File: src/rtl/sram_arb_pkg.sv
// Shared encodings for the sram_like port arbiter: FSM states, grant
// owner and transfer sizes.
package sram_arb_pkg;

    typedef enum logic [1:0] {
        ST_IDLE = 2'd0,
        ST_REQ  = 2'd1,
        ST_WAIT = 2'd2
    } state_t;

    localparam logic GNT_INST = 1'b0;
    localparam logic GNT_DATA = 1'b1;

    localparam logic [1:0] SZ_BYTE = 2'b00;
    localparam logic [1:0] SZ_HALF = 2'b01;
    localparam logic [1:0] SZ_WORD = 2'b10;

endpackage

File: src/rtl/sram_arb_pick.sv
// Winner selection between the fetch and MEM requesters, plus the value the
// starvation counter takes if the current pick is accepted.
module sram_arb_pick
    import sram_arb_pkg::*;
#(
    parameter int STARVE_LIMIT = 4,
    parameter int CNT_W        = 4
) (
    input  logic             inst_req,
    input  logic             data_req,
    input  logic [CNT_W-1:0] starve_cnt,
    output logic             pick_valid,
    output logic             pick_grant,
    output logic [CNT_W-1:0] cnt_next
);

    localparam logic [CNT_W-1:0] LIMIT = CNT_W'(STARVE_LIMIT);

    // Data has priority unless fetch has already been passed over LIMIT times.
    always_comb begin
        pick_valid = inst_req | data_req;
        pick_grant = GNT_INST;
        cnt_next   = {CNT_W{1'b0}};
        if (data_req && !(inst_req && (starve_cnt == LIMIT))) begin
            pick_grant = GNT_DATA;
        end else begin
            pick_grant = GNT_INST;
        end
        if ((pick_grant == GNT_DATA) && inst_req) begin
            if (starve_cnt == LIMIT) begin
                cnt_next = LIMIT;
            end else begin
                cnt_next = starve_cnt + CNT_W'(1);
            end
        end else begin
            cnt_next = {CNT_W{1'b0}};
        end
    end

endmodule

File: src/rtl/sram_port_arbiter.sv
// Shares one sram_like master port between instruction fetch and the MEM
// stage, one outstanding transaction at a time.
module sram_port_arbiter
    import sram_arb_pkg::*;
#(
    parameter int STARVE_LIMIT = 4,
    parameter int CNT_W        = 4
) (
    input  logic        clk,
    input  logic        reset,
    input  logic        inst_req,
    input  logic        inst_wr,
    input  logic [1:0]  inst_size,
    input  logic [31:0] inst_addr,
    input  logic [31:0] inst_wdata,
    output logic        inst_addr_ok,
    output logic        inst_data_ok,
    output logic [31:0] inst_rdata,
    input  logic        data_req,
    input  logic        data_wr,
    input  logic [1:0]  data_size,
    input  logic [31:0] data_addr,
    input  logic [31:0] data_wdata,
    output logic        data_addr_ok,
    output logic        data_data_ok,
    output logic [31:0] data_rdata,
    output logic        m_req,
    output logic        m_wr,
    output logic [1:0]  m_size,
    output logic [31:0] m_addr,
    output logic [31:0] m_wdata,
    input  logic        m_addr_ok,
    input  logic        m_data_ok,
    input  logic [31:0] m_rdata
);

    state_t             state_r;
    logic               grant_r;
    logic [CNT_W-1:0]   starve_cnt_r;
    logic               wr_r;
    logic [1:0]         size_r;
    logic [31:0]        addr_r;
    logic [31:0]        wdata_r;

    logic               pick_valid_s;
    logic               pick_grant_s;
    logic [CNT_W-1:0]   cnt_next_s;
    logic               in_idle_s;
    logic               in_req_s;
    logic               done_s;

    sram_arb_pick #(
        .STARVE_LIMIT (STARVE_LIMIT),
        .CNT_W        (CNT_W)
    ) u_pick (
        .inst_req   (inst_req),
        .data_req   (data_req),
        .starve_cnt (starve_cnt_r),
        .pick_valid (pick_valid_s),
        .pick_grant (pick_grant_s),
        .cnt_next   (cnt_next_s)
    );

    assign in_idle_s = (state_r == ST_IDLE);
    assign in_req_s  = (state_r == ST_REQ);
    assign done_s    = (in_req_s && m_addr_ok && m_data_ok) ||
                       ((state_r == ST_WAIT) && m_data_ok);

    assign inst_addr_ok = in_idle_s && inst_req && (pick_grant_s == GNT_INST);
    assign data_addr_ok = in_idle_s && data_req && (pick_grant_s == GNT_DATA);
    assign inst_data_ok = done_s && (grant_r == GNT_INST);
    assign data_data_ok = done_s && (grant_r == GNT_DATA);
    assign inst_rdata   = m_rdata;
    assign data_rdata   = m_rdata;

    // Master request fields come straight from the capture registers while in REQ.
    assign m_req   = in_req_s;
    assign m_wr    = in_req_s ? wr_r    : 1'b0;
    assign m_size  = in_req_s ? size_r  : 2'b00;
    assign m_addr  = in_req_s ? addr_r  : 32'h0000_0000;
    assign m_wdata = in_req_s ? wdata_r : 32'h0000_0000;

    // Transaction FSM: accept in IDLE, present in REQ, wait for data in WAIT.
    always_ff @(posedge clk or posedge reset) begin
        if (reset) begin
            state_r      <= ST_IDLE;
            grant_r      <= GNT_INST;
            starve_cnt_r <= {CNT_W{1'b0}};
            wr_r         <= 1'b0;
            size_r       <= 2'b00;
            addr_r       <= 32'h0000_0000;
            wdata_r      <= 32'h0000_0000;
        end else begin
            case (state_r)
                ST_IDLE: begin
                    if (pick_valid_s) begin
                        grant_r      <= pick_grant_s;
                        starve_cnt_r <= cnt_next_s;
                        if (pick_grant_s == GNT_DATA) begin
                            wr_r    <= data_wr;
                            size_r  <= data_size;
                            addr_r  <= data_addr;
                            wdata_r <= data_wdata;
                        end else begin
                            wr_r    <= inst_wr;
                            size_r  <= inst_size;
                            addr_r  <= inst_addr;
                            wdata_r <= inst_wdata;
                        end
                        state_r <= ST_REQ;
                    end else begin
                        state_r <= ST_IDLE;
                    end
                end
                ST_REQ: begin
                    if (m_addr_ok) begin
                        state_r <= m_data_ok ? ST_IDLE : ST_WAIT;
                    end else begin
                        state_r <= ST_REQ;
                    end
                end
                ST_WAIT: begin
                    if (m_data_ok) begin
                        state_r <= ST_IDLE;
                    end else begin
                        state_r <= ST_WAIT;
                    end
                end
                default: begin
                    state_r <= ST_IDLE;
                end
            endcase
        end
    end

endmodule
File: config.mk
export PLATFORM = sky130hd
export DESIGN_NAME = sram_port_arbiter
export DESIGN_NICKNAME = d
export VERILOG_FILES = /design/src/rtl/sram_arb_pkg.sv /design/src/rtl/sram_arb_pick.sv /design/src/rtl/sram_port_arbiter.sv
export SDC_FILE = /design/constraint.sdc
export NUM_CORES = 1
export LEC_CHECK = 0
export ABC_CLOCK_PERIOD_IN_PS = 6750
export BUFFER_PORTS_ARGS = -buffer_cell sky130_fd_sc_hd__buf_2
export CAP_MARGIN = 25
export CORE_AREA = 2 2 121 123
export DETAILED_ROUTE_END_ITERATION = 6
export DIE_AREA = 0 0 123 125
export HOLD_SLACK_MARGIN = 0.12
export MAX_ROUTING_LAYER = met4
export PLACE_DENSITY = 0.71
export SETUP_SLACK_MARGIN = 0.05
export SKIP_CTS_REPAIR_TIMING = 1
export SYNTH_ARGS = -nofsm -noshare
export SYNTH_HDL_FRONTEND = slang
export SYNTH_SLANG_ARGS = --single-unit
File: constraint.sdc
create_clock -name clk -period 6.75 [get_ports clk]
set_input_delay 1.6875 -clock clk [delete_from_list [all_inputs] [get_ports clk]]
set_output_delay 1.6875 -clock clk [all_outputs]
set_load 0.005 [all_outputs]
==> results.txt, run 1 <==
The post-placement worst setup slack came out at 2.17 ns. Number of levels the H-tree was split into: 3. The number of nets handed over by synthesis was 724. Summed over all nets, the half-perimeter wirelength after detailed placement is 8160 µm. The total number of placement rows was 44. The fraction of synthesis flops using an asynchronous set or reset pin is 1.00. The synthesized design contains 74 register bits.

The biggest area contributor in the post-synthesis netlist is dfrtp_1. From left edge to right edge, the die measures 123 µm. Ranked by instance count, the synthesized netlist is headed by a21oi_1, dfrtp_1, nand2_1, nor2_1, and2_1. Buffers inserted during clock tree synthesis total 9. Entering global routing, the biggest net connects 75 pins. The run gives 0 as the number of antenna violations at the first check in global routing. No sink is reached through more buffers than the 2 on the longest clock path. The first global-routing pass estimated 18500 µm of wire.

The tools report the count of pins on the block boundary as 308. The initial cell density of the core is 0.306. Clock tree root buffer cell: clkbuf_16. Each instance of the synthesized netlist takes up on average 7.89 µm². The total of warnings raised by yosys was 0.

The via count of the first global-routing pass is 3930, and the y dimension of the die is 125 µm. The cell count after synthesis came out at 550. Sorting the synthesized cells by area gives the leading types as dfrtp_1, a21oi_1, buf_4. The flow did not finish. The most frequently used flop master after synthesis is dfrtp_1. Final estimated routing congestion in global placement: 0.760. After synthesis the cells add up to 0.00434 mm². The total global routing overflow was 0.

The total global routing track utilization was 0.158. The share of the synthesized area in the top cell type is 0.427, and the number of synthesized flops with an enable pin is 0. In this run the cell area measured after placement is 0.00503 mm².

The tool reported: "[ERROR DRT-0255] Maze Route cannot find path of net m_rdata[7] in worker of routeBox ( 96600 0 ) ( 123000 48300 )". The count of buffers added on input and output ports is 211. The run ended at detailed routing. Most frequently used cell type in the post-synthesis netlist: a21oi_1. The sequential cell area fraction in the yosys report is 0.427, and the clock net sink count is 74. In this run, distinct cell masters in the synthesized netlist total 24.
metal layers:
metal,GRT usage
met5,-
met4,0.0689
met3,0.0452
met2,0.259
met1,0.179
kinds of logic after synthesis:
kind of cell	share of synthesized area
buf+inv	0.157
fa+ha+maj	0.00576
compound gates	0.173
simple gates	0.238
flops	0.427
metrics by stage:
step	std cells	util
after global routing	865	0.377
after CTS	864	0.376
after detailed placement	849	0.354
after global placement	849	0.354
after floorplan	550	-
==> run 2: changes to the inputs <==
HOLD_SLACK_MARGIN = default   (was 0.12)
MAX_ROUTING_LAYER = default   (was met4)
PLACE_DENSITY = default   (was 0.71)
PLACE_DENSITY_LB_ADDON = 0.15   (was default)
SETUP_SLACK_MARGIN = default   (was 0.05)
==> run 2 against run 1 <==
Compared with the run above: the run now ends clean; area after synthesis is the same; global-route usage shrank 0.51 points; synthesized cell count is the same.
==> results.txt, run 2 <==
Counting both buffers and inverters, the worst setup path holds a total of 3. The clock-pin slew on the worst setup and hold paths was 0.06 ns; the y dimension of the die was 125 µm (unchanged). For this design, the slowest cell found on the critical path is buf_4. For the instance area after placement, the log shows 0.00504 mm² (was 0.00503 mm²). Clock tree root buffer cell: clkbuf_16 (unchanged).

The fraction of layout cells with a size suffix above 1 is 0.348, and the xor/xnor cell area share of the yosys netlist is 0 (unchanged). Setup violations remaining at the end of the flow were counted as 0. The path class of the tightest hold or removal check is reg -> reg. The first TritonRoute pass finished after 5 iterations.

Setup repair after global routing left no endpoint under its margin. The setup check on the worst reg-to-reg path leaves a slack of 4.50 ns. The portion of netlist area occupied by mux cells works out to 0 (unchanged). The number of synthesized flops with an enable pin is 0 (unchanged). The violation count after the first detailed-routing iteration is 183. The most common cell after layout, fill and taps aside was buf_2. The flow ran to the end, and the final reports show no timing, DRC or antenna violations.

The tools report the portion of total power attributed to the clock network as 0.207. The run gives 0.0154 mm² as the area of the die. The cell total after placement is 849 (unchanged), and the count of vias placed by the detailed router is 4060.

In this design, the critical path's most frequently occurring cell is buf_2. For the pin with the worst max-slew slack, the measured transition is 0.803 ns. The internal portion of the total power is 1.42 mW.

The number of antenna violations at the first check in global routing was 0 (unchanged); the final design area excluding fillers was 0.00536 mm². The largest registers in the layout are addr_r (32), wdata_r (32), starve_cnt_r (4). The average footprint of a synthesized cell was 7.89 µm² (unchanged); the total number of placement rows was 44 (unchanged).

Final estimated routing congestion in global placement: 0.754 (was 0.760). The tools report the kind of end point of the critical path as an output pin. The highest clock frequency the design can meet is 210 MHz, and the basic-gate share of the synthesized area counting and, or, nand and nor cells is 0.238 (unchanged). The tools report the core region area as 0.0142 mm².

The maximum buffer depth of the clock tree is 2 (unchanged). The run gives 0 (unchanged) as the total of warnings raised by yosys. The critical path is of the in -> out type.

The post-synthesis adder-cell area fraction was 0.00577 (unchanged). The sum of net half-perimeters after detailed placement is 7860 µm (was 8160 µm), and the source-to-sink clock delay at the later pin of the worst-skew pair is 0.33 ns. The routed via count divided by cell count works out to 4.69. Summed over all nets, the switching power comes to 823 µW. The wire length of the first global-routing pass was 18800 µm (was 18500 µm); the synthesized instance count was 550 (unchanged).

The number of inserted diodes is 0. TritonCTS built the clock tree. The run gives 0 (unchanged) as the total global routing overflow. Fraction of the cycle the final worst path needs: 0.705.

The tools report the source of the worst hold timing path as grant_r. The total detailed-routing wirelength came out at 11800 µm. The final core area utilization is 0.377, and the total number of cells along the worst setup path is 6. Compound-gate portion of the synthesized area: 0.173 (unchanged).

STA classifies the critical path startpoint as an input pin. The x dimension of the die is 123 µm (unchanged). The largest fanout on the critical path is 69, and the depth of the worst register-to-register path is 5. The most frequently used flop master after synthesis was dfrtp_1 (unchanged).

STA puts the critical path data required time at 5.06 ns. For the cell area after technology mapping, the log shows 0.00434 mm² (unchanged). The count of cells along the worst hold path is 1, and the maximum clock skew at final layout is 0.00737 ns. The clock net sink count is 74 (unchanged), and the routed length per instance is 13.6 µm. The dominant combinational cell family by area after synthesis was simple AND/OR/NAND/NOR gates (unchanged). For this design the ratio of total power to cell area is 420 mW/mm².

For the setup TNS, the log shows 0 ns. Number of storage elements in the synthesis netlist: 74 (unchanged). Cell taking the most area after synthesis: dfrtp_1 (unchanged).

Cell types with the highest counts after synthesis: a21oi_1, dfrtp_1, nand2_1, nor2_1, and2_1 (unchanged). The run gives 3 (unchanged) as the number of levels the H-tree was split into. The worst register-to-register path ends at wdata_r[30]. Switching share of power: 0.366. The number of hold violations in the final report is 0, and the number of buffer cells added on primary ports is 211 (unchanged). In the final design database the tool counted 851 nets. Largest net degree at the start of global routing: 75 (unchanged). Data arrives at the worst endpoint at 3.07 ns. The tool flagged a number of max-cap violations equal to 0. The analysis attributes to cell leakage a power of 2.71 nW.

The initial cell density of the core is 0.306 (unchanged), and the combinational share of power is 0.456. The fraction of synthesis flops using an asynchronous set or reset pin is 1.00 (unchanged). The end point of the most critical hold path is grant_r. For the total global routing track utilization, the log shows 0.153 (was 0.158). Broken down by cell family, the worst path's largest delay share belongs to buffers and inverters. The tightest slew margin relative to the limit was 0.465. The tools report the peak ir drop on the vdd network as 0.186 mV.

The sequential cell area fraction in the yosys report was 0.427 (unchanged); the count of pins on the block boundary was 308 (unchanged). After detailed routing, the number of remaining DRC violations is 0. Traced cell by cell, the critical path runs through buf_2 -> nand4b_1 -> nand2_2 -> buf_4 -> and3_1 -> buf_2. Number of max-slew violations in the final report: 0. The number of nets with antenna violations after detailed routing came out at 0. The area growth from synthesis to layout is 23.4%. The run gives 2.25 mW as the overall power consumption. The most frequently used cell type in the post-synthesis netlist is a21oi_1 (unchanged). The worst register-to-register path begins at state_r[1]. Leaving out filler cells and counting taps, the final layout contains 865. In this design, the stage delay of the slowest critical-path cell is 0.61 ns.

The tools report the via count of the first global-routing pass as 4018 (was 3930). Synth top area cells: dfrtp_1, a21oi_1, buf_4 (unchanged). The number of distinct library cell variants in the gate-level netlist after synthesis was 24 (unchanged); the part of the power in registers was 0.337.

Share of the synthesized area in the top cell type: 0.427 (unchanged). In the layout the commonest cells are buf_2, a21oi_1, dfrtp_1, nand2_1, nor2_1. The logs give 9 (unchanged) for the number of clock buffers inserted by TritonCTS and 724 (unchanged) for the synthesized netlist net count.

The minimum period implied by the final worst setup slack works out to 4.76 ns.
[run 2: cell counts after synthesis]
No cell type changed its count.
[run 2: cells by family (layout without fill, tap and decap cells)]
family          Yosys count  count (layout)
fa+ha+maj                 2               2
compound gates          146             146
buf+inv                 106             237
flops                    74              74
simple gates            222             222
[run 2: metrics by stage]
step	worst slack, ns	hold WS, ns
floorplan	2.78	0.465
global placement	2.03	0.482
detailed placement	1.99	0.490
CTS	1.98	0.503
global route	1.89	0.532
finish	1.99	0.501
[run 2: worst max-delay path by stage]
| stage | start | to | slack (ns) |
|---|---|---|---|
| after floorplan | inst_req | inst_addr_ok | 2.78 |
| after global placement | inst_req | inst_addr_ok | 2.03 |
| after detailed placement | inst_req | inst_addr_ok | 1.99 |
| after CTS | inst_req | inst_addr_ok | 1.98 |
| after global routing | inst_req | inst_addr_ok | 1.89 |
| final | inst_req | inst_addr_ok | 1.99 |
[run 2: area by class of cell]
class | instances | area, µm²
clock inverter | 3 | 40.0
timing repair buffer | 218 | 1140
clock buffer | 12 | 246
fill | 1523 | 8850
inverter | 4 | 16.3
multi-input combinational | 370 | 1830
tap | 184 | 230
sequential | 74 | 1850
[run 2: per-layer routing]
layer  part of all wire  up-vias  track usage
met1               0.44     1896        0.188
met3              0.083       27       0.0415
met2               0.46      168        0.253
met4              0.022        0       0.0622
li1                   -     1969            -
met5                  0        -            0
[run 2: power by group through the flow]
stage          sequential (mW)  combinational, mW  clock [mW]
2_1_floorplan            0.734              0.677           0
3_3_place_gp             0.757               1.03           0
3_5_place_dp             0.764               1.05           0
4_1_cts                  0.759               1.05       0.486
5_1_grt                  0.788               1.17       0.506
6_report                 0.758               1.02       0.464
(Power assumes the default switching activity.)
